$ cat config.mk
export PLATFORM = sky130hd
export DESIGN_NAME = mux_l2_tx
export DESIGN_NICKNAME = d
export VERILOG_FILES = /design/src/rtl/mux_l2_tx.sv
export SDC_FILE = /design/constraint.sdc
export NUM_CORES = 1
export LEC_CHECK = 0
export BUFFER_PORTS_ARGS = -buffer_cell sky130_fd_sc_hd__buf_2
export CORE_UTILIZATION = 50
export DETAILED_ROUTE_END_ITERATION = 12
export PLACE_DENSITY = 0.68
export SETUP_SLACK_MARGIN = 0.05
export SLEW_MARGIN = 5
export SYNTH_ARGS = -nofsm -noshare
export SYNTH_HDL_FRONTEND = slang
export SYNTH_SLANG_ARGS = --single-unit
$ cat constraint.sdc
create_clock -name clk_4f -period 5.28 [get_ports clk_4f]
set_input_delay 0.264 -clock clk_4f [delete_from_list [all_inputs] [get_ports clk_4f]]
set_output_delay 0.264 -clock clk_4f [all_outputs]
set_load 0.02 [all_outputs]
$ cat src/rtl/mux_l2_tx.sv
// mux_l2_tx: two-lane FIFO-buffered byte interleaver with fixed lane 0 / lane 1 slot order
module mux_l2_tx #(
  parameter int DATA_W = 8,
  parameter int FIFO_DEPTH = 4,
  parameter logic [DATA_W-1:0] IDLE_BYTE = '0
) (
  input  logic              clk_4f,
  input  logic              reset,
  input  logic [DATA_W-1:0] data_0,
  input  logic              valid_0,
  output logic              ready_0,
  input  logic [DATA_W-1:0] data_1,
  input  logic              valid_1,
  output logic              ready_1,
  output logic [DATA_W-1:0] data_out,
  output logic              valid_out,
  output logic              lane_out
);
  localparam int AW = $clog2(FIFO_DEPTH);
  localparam logic [AW:0] FULL = (AW+1)'(FIFO_DEPTH);
  logic sel;
  logic [1:0] valid, ready, push, pop;
  logic [1:0][DATA_W-1:0] din, head;
  assign valid = {valid_1, valid_0};
  assign din = {data_1, data_0};
  assign ready_0 = ready[0];
  assign ready_1 = ready[1];
  for (genvar g = 0; g < 2; g++) begin : lane
    logic [DATA_W-1:0] mem [FIFO_DEPTH];
    logic [AW-1:0] wp, rp;
    logic [AW:0] cnt;
    assign ready[g] = cnt != FULL;
    assign push[g] = valid[g] && ready[g];
    assign pop[g] = sel == 1'(g) && cnt != '0;
    assign head[g] = mem[rp];
    always_ff @(posedge clk_4f)
      if (push[g]) mem[wp] <= din[g];
    always_ff @(posedge clk_4f or posedge reset)
      if (reset) begin
        wp <= '0;
        rp <= '0;
        cnt <= '0;
      end else begin
        wp <= wp + AW'(push[g]);
        rp <= rp + AW'(pop[g]);
        cnt <= cnt + (AW+1)'(push[g]) - (AW+1)'(pop[g]);
      end
  end
  // Empty slots still toggle sel so the far end can split bytes by position.
  always_ff @(posedge clk_4f or posedge reset)
    if (reset) begin
      sel <= 1'b0;
      data_out <= IDLE_BYTE;
      valid_out <= 1'b0;
      lane_out <= 1'b0;
    end else begin
      lane_out <= sel;
      valid_out <= pop[sel];
      data_out <= pop[sel] ? head[sel] : IDLE_BYTE;
      sel <= ~sel;
    end
endmodule

# Yosys cells after proc, flatten, opt, wreduce, memory -nomap -nowiden
# Memory sizes are Yosys's and may differ from the RTL's.
# Cells that the tools add are included.
# op_classes
add_sub_neg	8
mul	0
div_mod_pow	0
magnitude_cmp	1
n_eq_ne	2
n_shift	0
mux	9
bitwise_logic	1
n_reduce_logical	6
# ops
cell	count
2-to-1 mux 8 bit	3
adder 2 x 1 -> 2 bit	4
adder 3 x 1 -> 3 bit	2
2-to-1 mux 1 bit	6
!= test 3 bit, second input constant	2
nonzero test 3 bit	2
subtractor 3 x 1 -> 3 bit	2
logical AND 1 bit	4
< comparator 1 x 2 -> 1 bit, second input constant	1
inverter 1 bit	1
# word_totals
register_bits	25
latchBits	0
ramBits	64
romBits	0
out_inout_bits	12
memories	2
# memory_table
name	words	word_bits	read_ports	rd_ports_with_merged_regs	write_ports	line_no	text
lane[0].mem	4	8	1	0	1	29	logic [DATA_W-1:0] mem [FIFO_DEPTH];
lane[1].mem	4	8	1	0	1	29	

# Depth between registers and ports, before layout
# logic_depth
depth_word	5
ltp_mapped	9
ltp_nobuf	9

# Least setup slack after synthesis
# Ideal clock, no wire load.
# synth_path
path_type	register to register
start	register sel
end	register lane[0].cnt[2]
setup_time_ns	0.123
arrival_time_ns	1.899
slack_ns	3.258
path_stages_with_launch	10
n_path_buf	1
period_less_slack_ns	2.022
cell_sequence	dfrtp_1 > clkbuf_1 > nor2_1 > ha_1 > inv_1 > ha_1 > inv_1 > fa_1 > xnor2_1 > xnor2_1
# synth_between
elab_chain_len	3
# synth_rtl
element	line_no	text
from (decl)	21	logic sel;
from (signal assigned)	60	sel <= ~sel;
inverter 1 bit	34	assign pop[g] = sel == 1'(g) && cnt != '0;
logical AND 1 bit	34	
subtractor 3 x 1 -> 3 bit	46	cnt <= cnt + (AW+1)'(push[g]) - (AW+1)'(pop[g]);
to (signal assigned)	46	
to (decl)	31	logic [AW:0] cnt;
# Every way passes these cells.

# Final worst setup path
# layout_path
start	register sel
end	register lane[1].cnt[2]
# layout_between
elab_chain_len	2
# layout_rtl
element	line_no
logical AND 1 bit	34
subtractor 3 x 1 -> 3 bit	46
to (signal assigned)	46
to (decl)	31
# Every way passes these cells.

==> results <==
- The number of max-slew violations in the final report came to 0.
- The quantity of hold-fixing buffers added after cts is 0.
- The worst setup path is captured at a flip-flop.
- In this run, post-CTS repair resized a total of 0 instances.
- The worst register-to-register path has a setup slack of 3.03 ns.
- Before CTS, the worst setup slack after placement is just over 3 ns.
- Measured against the total synthesized area, the mux share comes to 9.87%.
- The congestion estimate from routability-driven global placement came to roughly 0.7.
- The floorplan step defined a die boundary enclosing roughly 0.0073 mm².
- The relative max-transition margin is approximately 34%.
- The number of max-cap violations is 0.
- Of the total synthesized cell area, the portion taken by AND, OR, NAND and NOR gates is between 3 and 4%.
- The worst ir drop on vdd is 290 µV.
- The capture point of the worst path is lane[1].cnt[2].
- The layout has approximately 480 filler cells.
- The total power divided by cell area is 565 mW/mm².
- Dividing the final minimum period by the clock period gives roughly 43%.
- The routed design has about 5.7 mm of wire.
- Of the total synthesized cell area, the portion taken by XOR and XNOR cells is between 2 and 2.5%.
- In the routed layout, each cell is associated on average with a via count of ~5.4.
- The H-tree generated during clock tree synthesis spans 3 levels.
- The share of final-layout standard cells stronger than drive strength 1 is a little over a quarter.
- The startpoint type of the worst setup path is a flip-flop.
- The actual transition at the worst max-transition pin is 0.984 ns.
- The critical-path maximum fanout is 16.
- In the routed design, unresolved DRC markers number 0.
- The shortest period the worst path allows is roughly 2.2 ns.
- Global routing used a little under a fifth of the available tracks across all layers.
- The number of I/O pins is 32.
- The flow ran to the end, and the final reports show no timing, DRC or antenna violations.
- For this run, the top clock speed supported by timing is 445 MHz.
- Synthesis produced a netlist whose cell count is roughly 190.
- The pin count of the biggest net entering global routing is 26.
- The clock arrives with around 0.012 ns of skew.
- Summed over all instances, the cell type with the most area after synthesis is edfxtp_1.
- The placeable core area is roughly 0.0065 mm².
- The number of clock buffers added by TritonCTS is 9.
- Across all setup checks in the final design, the least slack found is slightly above 3 ns.
- Once the floorplan was initialized, standard cells occupied 53.0% of the core.
- The dominant combinational cell family by area after synthesis is multiplexers.
- Measured in cells, the most critical reg-to-reg path has a length of 8.
- The vias after detailed routing is ~1700.
- For this design the static power due to leakage is 1.56 nW.
- The type of the setup path with the least slack is reg -> reg.
- Summing the areas of all compound-gate instances in the mapped netlist gives under 10% of the synthesized area.
- In this run the remaining antenna-violating nets after routing total 0.
- The setup TNS after final layout is 0 ns.
- The number of sinks driven by the clock tree is 89.
- The CTS tree is built.
- The final-report hold violation count is 0.
- The most critical setup path has its startpoint at sel.
- The final net count is roughly 260.
- The required time at the worst-slack endpoint is about 5.6 ns.
- The clock transition at the register clock pins on the worst setup and hold paths after CTS is about 0.09 ns.
- The tightest min-delay check is of the in -> async type.
- After synthesis, the cell types taking the most area are edfxtp_1 (56%), dfrtp_1 (18%), mux4_2 (5.2%).
- The pre-antenna-repair detailed-routing pass consisted of 4 iterations.
- In this run, synthesis produced a sequential element count of 89.
- The worst register-to-register path begins at sel.
- The top cell type's share of synthesized area is between 50% and 60%.
- The mapped netlist covers about 0.0035 mm².
- The overall die height is 85.2 µm.
- The layout-stage area growth over the synthesis result is 13.0%.
- Input and output buffers added on the ports amount to 31.
- The number of antenna diodes in the final layout is 0.
- The post-synthesis adder-cell area fraction is ~4.1%.
- Post-CTS timing repair inserted 0 buffers for setup.
- Setup repair after global routing left no endpoint under its margin.
- Global routing finished with a remaining overflow of 0.
- In this run, the number of DRC markers left after iteration 0 of detailed routing was approximately 100.
- The average instance area after synthesis is 18.7 µm².
- Data arrives at the worst endpoint at 2.53 ns.
- The number of rows in the core area is 29.
- The share of the Yosys chip area taken by registers is roughly 74%.
- During synthesis, Yosys emitted a total of 0 warnings.
- The number of failing setup endpoints in the final timing report is 0.
- The count of different cell masters after synthesis is 31.
- The via count of the first global-routing pass is between 1500 and 2000.
- From left edge to right edge, the die measures between 80 and 90 µm.
- Dividing the detail-routed wire length by the instance count gives ~19 µm.
- The initial antenna violation count came to 0.
- The endpoint identified for the worst register-to-register timing path is lane[1].cnt[2].
- The longest clock path from root to sink contains 2 buffers.
- The first global-routing pass estimated ~9.3 mm of wire.
- At the later pin of the worst-skew pair, clock insertion delay measures roughly 0.36 ns.
- The root buffer cell chosen for the clock tree is clkbuf_8.
- The detailed placer's ending HPWL is 3.92 mm.
- When the netlist entered floorplanning its net count stood at ~220.
-- registers in the layout, indices dropped and copies added, names as in the netlist --
name       cells
lane.mem      64
data_out       8
lane.rp        4
valid_out      1
lane.wp        4
lane.cnt       6
sel            1
lane_out       1
-- Yosys cell counts --
| cell | number |
|---|---|
| edfxtp_1 | 64 |
| dfrtp_1 | 25 |
| mux2i_1 | 15 |
| inv_1 | 11 |
| ha_1 | 8 |
| mux4_2 | 8 |
| a22oi_1 | 7 |
| o211a_1 | 7 |
| xnor2_1 | 4 |
| xor2_1 | 4 |
| nand3_1 | 3 |
| nor2_1 | 3 |
| nor3b_1 | 3 |
| and3_1 | 2 |
| buf_6 | 2 |
| clkbuf_1 | 2 |
| fa_1 | 2 |
| nor3_1 | 2 |
| and2_1 | 1 |
| and2_4 | 1 |
| buf_2 | 1 |
| buf_4 | 1 |
| mux2_2 | 1 |
| nand2_1 | 1 |
| nor2b_1 | 1 |
| o2111a_1 | 1 |
| o21bai_2 | 1 |
| o31a_1 | 1 |
| or3_1 | 1 |
| or3b_1 | 1 |
| or3b_4 | 1 |
-- power by group --
group,internal [mW],switching [mW],leakage [nW]
Sequential,0.954,0.144,0.879
Clock,0.237,0.244,0.103
Combinational,0.306,0.323,0.578
Total,1.50,0.711,1.56
-- cell families after synthesis --
kind of cell | count (synthesis)
AO/OA/AOI/OAI | 17
buffers and inverters | 17
AND/OR/NAND/NOR | 20
adder cells (fa/ha/maj) | 10
multiplexers | 24
flip-flops | 89
XOR/XNOR | 8
-- cell usage in the layout (no fill, tap or decap), types with 7 or more instances in the layout --
master	netlist	routed
mux2i_1	15	15
ha_1	8	8
inv_1	11	11
a22oi_1	7	7
mux4_2	8	8
buf_2	1	31
dfrtp_1	25	25
o211a_1	7	7
edfxtp_1	64	64
clkbuf_8	0	10
-- critical path: stages, from the launching register on --
cell,delay (ns)
dfrtp_1,0.67
o31a_1,0.27
ha_1,0.24
inv_1,0.08
ha_1,0.17
inv_1,0.05
fa_1,0.37
xnor2_1,0.19
xnor2_1,0.14
-- layer usage --
layer	global-route usage [%]	wire length [µm]
met1	22.7	2480
met2	29.3	2950
met3	4.77	183
met4	8.94	125
met5	0	0
-- worst min-delay path by stage --
stage,depth (start not counted),start,slack (ns),to
floorplan,1,reset,0.29,data_out[0]
global placement,1,data_0[5],0.47,lane[0].mem[1][5]
finish,2,reset,0.12,lane[0].cnt[2]
CTS,1,data_1[0],0.1,lane[1].mem[1][0]
detailed placement,1,data_0[2],0.48,lane[0].mem[2][2]
global route,1,data_1[0],0.09,lane[1].mem[1][0]
-- final cells by class --
class                           instances  area (µm²)  share of cell area (%)
Sequential cell                        89        2550                    65.2
Multi-Input combinational cell         79         828                    21.2
Timing Repair Buffer                   35         185                    4.74
Clock buffer                           10         138                    3.52
Tap cell                               77        96.3                    2.46
Clock inverter                          6        72.6                    1.86
Inverter                               11        41.3                    1.06
-- per-stage QoR --
step | power [mW] | instances | cell area (µm²) | hold WS (ns) | util [%]
after floorplan | 1.56 | 185 | 3460 | 0.291 | -
after global placement | 1.72 | 291 | 3700 | 0.472 | 56.6
after CTS | 2.24 | 307 | 3910 | 0.0993 | 59.8
final | 2.21 | 307 | 3910 | 0.116 | 59.8
after detailed placement | 1.76 | 291 | 3700 | 0.481 | 56.6
after global routing | 2.34 | 307 | 3910 | 0.0931 | 59.8
No activity file was read; power rests on OpenSTA's default activity.
